==> src/rtl/clk_gen_pkg.sv <==
// Shared types and reset defaults for the ring-oscillator clock generator
// tuning logic and the upstream config-register block.
package clk_gen_pkg;

    localparam int TAP_W_C       = 5;
    localparam int DIV_W_C       = 8;
    localparam int DEFAULT_TAP_C = 16;
    localparam int DEFAULT_DIV_C = 0;

    typedef enum logic [1:0] {
        IDLE,
        WAIT_LOW,
        SETTLE
    } state_t;

    typedef struct packed {
        logic [TAP_W_C-1:0] tap;
        logic [DIV_W_C-1:0] div;
    } cfg_t;

endpackage

==> src/rtl/clk_gen_div_counter.sv <==
// Programmable divide-by-2*(div_r+1) counter producing a 50%-duty clock;
// div_r is only replaced through the load port.
module clk_gen_div_counter
    import clk_gen_pkg::*;
#(
    parameter int DIV_W       = 8,
    parameter int DEFAULT_DIV = 0
) (
    input  logic             clk_i,
    input  logic             rst_i,
    input  logic             load_i,
    input  logic [DIV_W-1:0] load_div_i,
    output logic             wrap_o,
    output logic             clk_div_o
);

    logic [DIV_W-1:0] cnt;
    logic [DIV_W-1:0] div_r;

    assign wrap_o = (cnt == div_r);

    always_ff @(posedge clk_i or posedge rst_i) begin
        if (rst_i) begin
            cnt       <= '0;
            div_r     <= DIV_W'(DEFAULT_DIV);
            clk_div_o <= 1'b0;
        end else begin
            if (wrap_o) begin
                cnt       <= '0;
                clk_div_o <= ~clk_div_o;
            end else begin
                cnt <= cnt + 1'b1;
            end
            // Loaded on a wrap edge, so the new value governs the phase starting now
            if (load_i) begin
                div_r <= load_div_i;
            end
        end
    end

endmodule

==> src/rtl/clk_gen_tune_ctrl.sv <==
// Tuning controller: accepts tap/divide settings by valid/ready and applies
// them together at the end of a divided-clock low phase, then settles.
module clk_gen_tune_ctrl
    import clk_gen_pkg::*;
#(
    parameter int NUM_TAPS    = 32,
    parameter int TAP_W       = 5,
    parameter int DIV_W       = 8,
    parameter int DEFAULT_TAP = DEFAULT_TAP_C,
    parameter int DEFAULT_DIV = DEFAULT_DIV_C,
    parameter int SETTLE_CYC  = 4
) (
    input  logic             clk_i,
    input  logic             async_reset_i,
    input  logic             cfg_v_i,
    input  logic [TAP_W-1:0] cfg_tap_i,
    input  logic [DIV_W-1:0] cfg_div_i,
    output logic             cfg_ready_o,
    output logic [TAP_W-1:0] tap_sel_o,
    output logic             clk_div_o,
    output logic             applied_o,
    output logic             clamp_o
);

    localparam int SC_W = (SETTLE_CYC > 1) ? $clog2(SETTLE_CYC) : 1;
    localparam logic [SC_W-1:0] SC_LAST = SC_W'(SETTLE_CYC - 1);

    state_t           state;
    state_t           state_nxt;
    logic             accept;
    logic             apply_edge;
    logic             wrap;
    logic [SC_W-1:0]  settle_cnt;
    logic [TAP_W-1:0] pend_tap;
    logic [DIV_W-1:0] pend_div;

    function automatic logic tap_over(input logic [TAP_W-1:0] t);
        return int'(t) >= NUM_TAPS;
    endfunction

    function automatic logic [TAP_W-1:0] sat_tap(input logic [TAP_W-1:0] t);
        return tap_over(t) ? TAP_W'(NUM_TAPS - 1) : t;
    endfunction

    clk_gen_div_counter #(
        .DIV_W       (DIV_W),
        .DEFAULT_DIV (DEFAULT_DIV)
    ) u_div (
        .clk_i      (clk_i),
        .rst_i      (async_reset_i),
        .load_i     (apply_edge),
        .load_div_i (pend_div),
        .wrap_o     (wrap),
        .clk_div_o  (clk_div_o)
    );

    always_comb begin
        state_nxt  = state;
        accept     = 1'b0;
        apply_edge = 1'b0;
        case (state)
            IDLE: begin
                if (cfg_v_i && cfg_ready_o) begin
                    accept    = 1'b1;
                    state_nxt = WAIT_LOW;
                end
            end
            // Switch only where a low phase ends, so no runt pulse is produced
            WAIT_LOW: begin
                if (wrap && !clk_div_o) begin
                    apply_edge = 1'b1;
                    state_nxt  = SETTLE;
                end
            end
            SETTLE: begin
                if (settle_cnt == SC_LAST) begin
                    state_nxt = IDLE;
                end
            end
            default: state_nxt = IDLE;
        endcase
    end

    always_ff @(posedge clk_i or posedge async_reset_i) begin
        if (async_reset_i) begin
            state <= IDLE;
        end else begin
            state <= state_nxt;
        end
    end

    always_ff @(posedge clk_i or posedge async_reset_i) begin
        if (async_reset_i) begin
            cfg_ready_o <= 1'b1;
            tap_sel_o   <= TAP_W'(DEFAULT_TAP);
            applied_o   <= 1'b0;
            clamp_o     <= 1'b0;
            settle_cnt  <= '0;
        end else begin
            cfg_ready_o <= (state_nxt == IDLE);
            applied_o   <= apply_edge;
            if (apply_edge) begin
                tap_sel_o  <= pend_tap;
                settle_cnt <= '0;
            end else if (state == SETTLE) begin
                settle_cnt <= settle_cnt + 1'b1;
            end
            if (accept && tap_over(cfg_tap_i)) begin
                clamp_o <= 1'b1;
            end
        end
    end

    // Pending setting is only consumed after an accept, so it needs no reset
    always_ff @(posedge clk_i) begin
        if (accept) begin
            pend_tap <= sat_tap(cfg_tap_i);
            pend_div <= cfg_div_i;
        end
    end

endmodule

==> config.mk <==
export PLATFORM = sky130hd
export DESIGN_NAME = clk_gen_tune_ctrl
export DESIGN_NICKNAME = d
export VERILOG_FILES = /design/src/rtl/clk_gen_pkg.sv /design/src/rtl/clk_gen_div_counter.sv /design/src/rtl/clk_gen_tune_ctrl.sv
export SDC_FILE = /design/constraint.sdc
export NUM_CORES = 1
export LEC_CHECK = 0
export ABC_AREA = 1
export CAP_MARGIN = 20
export CORE_MARGIN = 1
export CORE_UTILIZATION = 53
export CTS_BUF_LIST = sky130_fd_sc_hd__clkbuf_16
export CTS_CLUSTER_DIAMETER = 120
export DETAILED_ROUTE_END_ITERATION = 10
export GPL_TIMING_DRIVEN = 0
export HOLD_SLACK_MARGIN = 0.08
export PLACE_DENSITY = 0.78
export SKIP_LAST_GASP = 1
export SYNTH_ARGS = -nofsm -noshare
export SYNTH_HDL_FRONTEND = slang
export SYNTH_HIERARCHICAL = 1
export SYNTH_SLANG_ARGS = --single-unit
export TNS_END_PERCENT = 1
==> constraint.sdc <==
create_clock -name clk_i -period 2 [get_ports clk_i]
set_clock_uncertainty 0.05 [all_clocks]
set_input_delay 0.6 -clock clk_i [delete_from_list [all_inputs] [get_ports clk_i]]
set_output_delay 0.6 -clock clk_i [all_outputs]
set_load 0.1 [all_outputs]
[Word-level counts from Yosys, hierarchy flattened]
Cells that the tools add are included.
W data, S select, Z words.
Word-level totals
  output and inout bits: 9
  bits in registers: 41
Cells by class
  add/sub/neg operators: 2
  equal/unequal tests: 4
  bitwise operators: 1
  reductions and logical operators: 6
  mux-type cells: 11
Operator list (number)
  $mux W2: 5
  $add A8 B1 Y8 const B: 1
  $eq A8 B8 Y1: 1
  $mux W8: 1
  $pmux W2 S3: 1
  $eq A2 B2 Y1 const B: 2
  $logic_not A2 Y1: 2
  $mux W1: 4
  $add A2 B1 Y2 const B: 1
  $eq A2 B1 Y1 const B: 1
  $logic_and A1 B1 Y1: 2
  $reduce_bool A2 Y1: 1
  $logic_not A1 Y1: 1
  $not A1 Y1: 1

[Depth between registers and ports, before layout]
  word-level depth: 5
  mapped depth: 14

[By module]
The synthesis kept the hierarchy.
By module, submodules not included
  clk_gen_tune_ctrl: instances 1, cells an instance 69, area each 874.6 um^2
  clk_gen_div_counter: instances 1, cells an instance 98, area each 830.8 um^2

[Worst setup path after synthesis]
Ideal clock, no wire load.
  path type: flip-flop to flip-flop
  start point: register u_div.cnt[0]
  end point: register u_div.div_r[0]
  arrival: 1.677 ns
  setup slack: 0.138 ns
  stages on the path, launching flop included: 14
  period minus slack after synthesis: 1.862 ns
  path through: dfrtp_1 -> inv_1 -> nand2_1 -> nand2_1 -> nand2_1 -> nor2_1 -> nand2_2 -> inv_4 -> inv_1 -> nor2_1 -> nand2_4 -> inv_6 -> clkbuf_1 -> o21ai_0
On the way
  word-level cells in the longest chain between the ends: 4
RTL lines
  start: declaration: line clk_gen_div_counter.sv:17  | logic [DIV_W-1:0] cnt;
  start signal: assignment: line clk_gen_div_counter.sv:32  | cnt <= cnt + 1'b1;
  $eq A8 B8 Y1: line clk_gen_div_counter.sv:20  | assign wrap_o = (cnt == div_r);
  named net wrap: line clk_gen_tune_ctrl.sv:32  | logic wrap;
  $logic_and A1 B1 Y1: line clk_gen_tune_ctrl.sv:70  | if (wrap && !clk_div_o) begin
  $mux W1: line clk_gen_tune_ctrl.sv:70
  $mux W1: line clk_gen_tune_ctrl.sv:61  | case (state)
  named net apply_edge: line clk_gen_tune_ctrl.sv:31  | logic apply_edge;
  end signal: assignment: line clk_gen_div_counter.sv:25  | div_r <= DIV_W'(DEFAULT_DIV);
  end signal: assignment: line clk_gen_div_counter.sv:36  | div_r <= load_div_i;
  end: declaration: line clk_gen_div_counter.sv:18  | logic [DIV_W-1:0] div_r;
The timed path passes the listed nets, and every way through them passes these cells.
A chain may end at the register's enable or synchronous reset.

[Worst setup path in the final report]
  start point: register tap_sel_o[3]
  end point: output port tap_sel_o[3]
RTL lines
  start: declaration: line clk_gen_tune_ctrl.sv:19  | output logic [TAP_W-1:0] tap_sel_o,
  start signal: assignment: line clk_gen_tune_ctrl.sv:95  | tap_sel_o <= TAP_W'(DEFAULT_TAP);
  start signal: assignment: line clk_gen_tune_ctrl.sv:103  | tap_sel_o <= pend_tap;
No word-level cell between the ends.

==> run metrics <==
post-CTS setup buffer count 0; area grow syn2layout 26.3%; Fin. Hold Viols 0; vias in the first global route 1141; Reg2Reg Depth 12; RSZ-0062 raised after global routing yes; Internal 0.00150 W; initial core utilization 55.9%; global-route wire length before repair 4660 um; Reg power frac 47.6%; fin area 2150 sq um; die area 3450 sq um; Hold Path Depth 2; RR Startpoint u_div/cnt[0]; Clock Path Buffers 2; Final period util 106%; Layout Nets 215; htree depth 2; Final setup viols 6; CP max stage delay 0.83 ns; Die Wd 58.7 um; FF/Latch Area 1090 sq um; Slew Limit Headroom 36.8%; logic gate share of total power 5.8%; type of the worst min-delay path reg2reg; max-slew violations 0; detailed-route via count 1162; DRC 0; Levels on crit path 1; 1st-iter DRT viols 49; CTS root buf clkbuf_16; number of I/O pins 25; Netlist cell types 26; Die Ht 58.7 um; WL per Instance 11.5 um; startpoint type of the worst setup path flop; area of the multi-input gates 513 sq um; CTS tree yes; std cell rows 20; routed wire length 2780 um; Post-Syn Nets 185; number of fill cells 233; crit-path cells clkdlybuf4s15_1; Synth Instances 167; fmax 473 MHz; Worst Path Buf+Inv 1; Clk Latency, worst-skew pair 0.28 ns; number of buffers created by CTS 5; measured slew at the worst slew-check pin 0.952 ns; Top delay family on crit path buffers and inverters; IO buf count 23; Crit-path slowest cell clkdlybuf4s15_1; # clock sinks 41; YS warnings 8; clock share of power 46.6%; Worst Path Required 1.35 ns; Post-DRT Antenna Nets 0; Seq/Total Area, Yosys 64.1%; dpl ws -0.295 ns; DP HPWL 2030 um; most frequent cells in the layout nand2_1 (54), dfrtp_1 (26), inv_1 (20); Mapped Area 1710 sq um; Leakage 1.00 nW; violated checks negative setup slack; Sw Share 19.6%; RePlAce Congestion 0.811; worst hold start pend_tap[0]; initial antenna violation count 0; crit path DAT 1.46 ns; Worst Setup SP tap_sel_o[3]; CP max FO 2; minimum clock period 2.11 ns; gr usage total 19.4%; leading cell type in the layout, fill and taps excluded nand2_1; status finished, violations left; CP Class reg2out; via/cell ratio 4.80; Clk pin slew, worst setup/hold paths 0.05 ns; core footprint 3050 sq um; largest net degree at the start of global routing 18; synthesized area per cell 10.2 sq um; max_cap viols 0; total grt overflow 0; Crit. End Element output pin; Placed Area 1990 sq um; share of post-route cells with drive strength above 1 14.1%; Pwr Density 867 nW/um^2; #FFs+latches synth 41; worst setup margin -0.115 ns; net switching power 0.000366 W; DRT Pass-1 Iters 5; antenna cells 0; Worst VDD drop 0.673 mV
-- path summary, 6_finish.rpt --
| path | slack, ns | end |
|---|---|---|
| worst max-delay path | -0.11 | tap_sel_o[3] |
| worst min-delay path | 0.40 | tap_sel_o[0] |
| worst max register to register | 0.04 | u_div/div_r[4] |
| worst min register to register | 0.40 | tap_sel_o[0] |
| max in group asynchronous | 0.79 | u_div/cnt[3] |
| min in group asynchronous | 0.58 | state[1] |
-- cell usage after synthesis --
master    instances  share of area, %
inv_1            19               4.2
mux2_2            3               2.0
nand2_4           1              0.66
or2_0             1              0.37
nor2_2            4               1.5
xnor2_1           5               2.6
clkbuf_1          1              0.22
xor2_1            2               1.0
nand3b_1          1              0.44
nor2_1           13               2.9
nand3_2           1              0.59
o21bai_1          1              0.44
buf_4             1              0.44
nand3_1           5               1.5
nand2_1          54                12
inv_4             1              0.37
inv_2             1              0.22
ha_1              2               1.5
nand4_1           1              0.37
inv_6             1              0.51
dfstp_2           2               3.1
o21ai_0           6               1.8
conb_1            1              0.22
nand2_2           1              0.37
edfxtp_1         13                23
dfrtp_1          26                38
-- registers in the layout, indices dropped and copies added, names as in the netlist --
signal and count:
u_div/cnt 8, tap_sel_o 5, state 2, pend_tap 5
cfg_ready_o 1, u_div/clk_div_o 1, u_div/div_r 8, pend_div 8
applied_o 1, settle_cnt 2
-- logic make-up (layout without fill, tap and decap cells) --
kind of cell             Yosys count  count (layout)  share of synthesized area [%]
other                              1               1                          0.220
AND/OR/NAND/NOR                   82              82                           20.5
buffers and inverters             24              55                           5.94
multiplexers                       3               3                           1.98
adder cells (fa/ha/maj)            2               2                           1.47
AO/OA/AOI/OAI                      7               7                           2.20
XOR/XNOR                           7               7                           3.60
flip-flops                        41              41                           64.1
-- routing by layer --
layer | vias to the layer above | wire, um | track usage [%]
met5 | - | 0 | 0
met4 | 0 | 18 | 9.86
met3 | 2 | 121 | 7.47
met2 | 27 | 1500 | 33.9
met1 | 559 | 1140 | 20.0
li1 | 574 | - | -
-- final cells by class --
class	instances	area share, %
Buffer	2	0.581
Clock buffer	5	5.81
Clock inverter	3	1.74
Inverter	22	4.18
Multi-Input combinational cell	102	23.8
Sequential cell	41	50.8
Tap cell	44	2.56
Timing Repair Buffer	23	10.6
-- what timing repair did --
| item | 4_1_cts | 5_1_grt |
|---|---|---|
| hold buffers | 0 | 0 |
| endpoints found under the setup margin | 13 | 15 |
| gates resized for setup | 14 | 8 |
-- metrics by stage --
stage          std cells  power, W  setup TNS, ns  hold slack, ns  util (%)
6_report             242   0.00187         -0.418           0.403      70.6
5_1_grt              242   0.00193          -1.26           0.431      70.6
4_1_cts              242   0.00188          -1.25           0.404      70.5
3_5_place_dp         234   0.00101          -2.34           0.390      65.2
3_3_place_gp         234   0.00101          -1.72           0.376      65.2
2_1_floorplan        167  0.000972              0           0.368         -
-- power by group through the flow --
stage               combinational (W)  sequential, W  clock, W
finish                       0.000108       0.000889  0.000870
global route                 0.000116       0.000890  0.000925
detailed placement           0.000110       0.000905         0
floorplan                   0.0000383       0.000934         0
CTS                          0.000109       0.000890  0.000886
global placement             0.000107       0.000904         0
No activity file was read; power rests on OpenSTA's default activity.
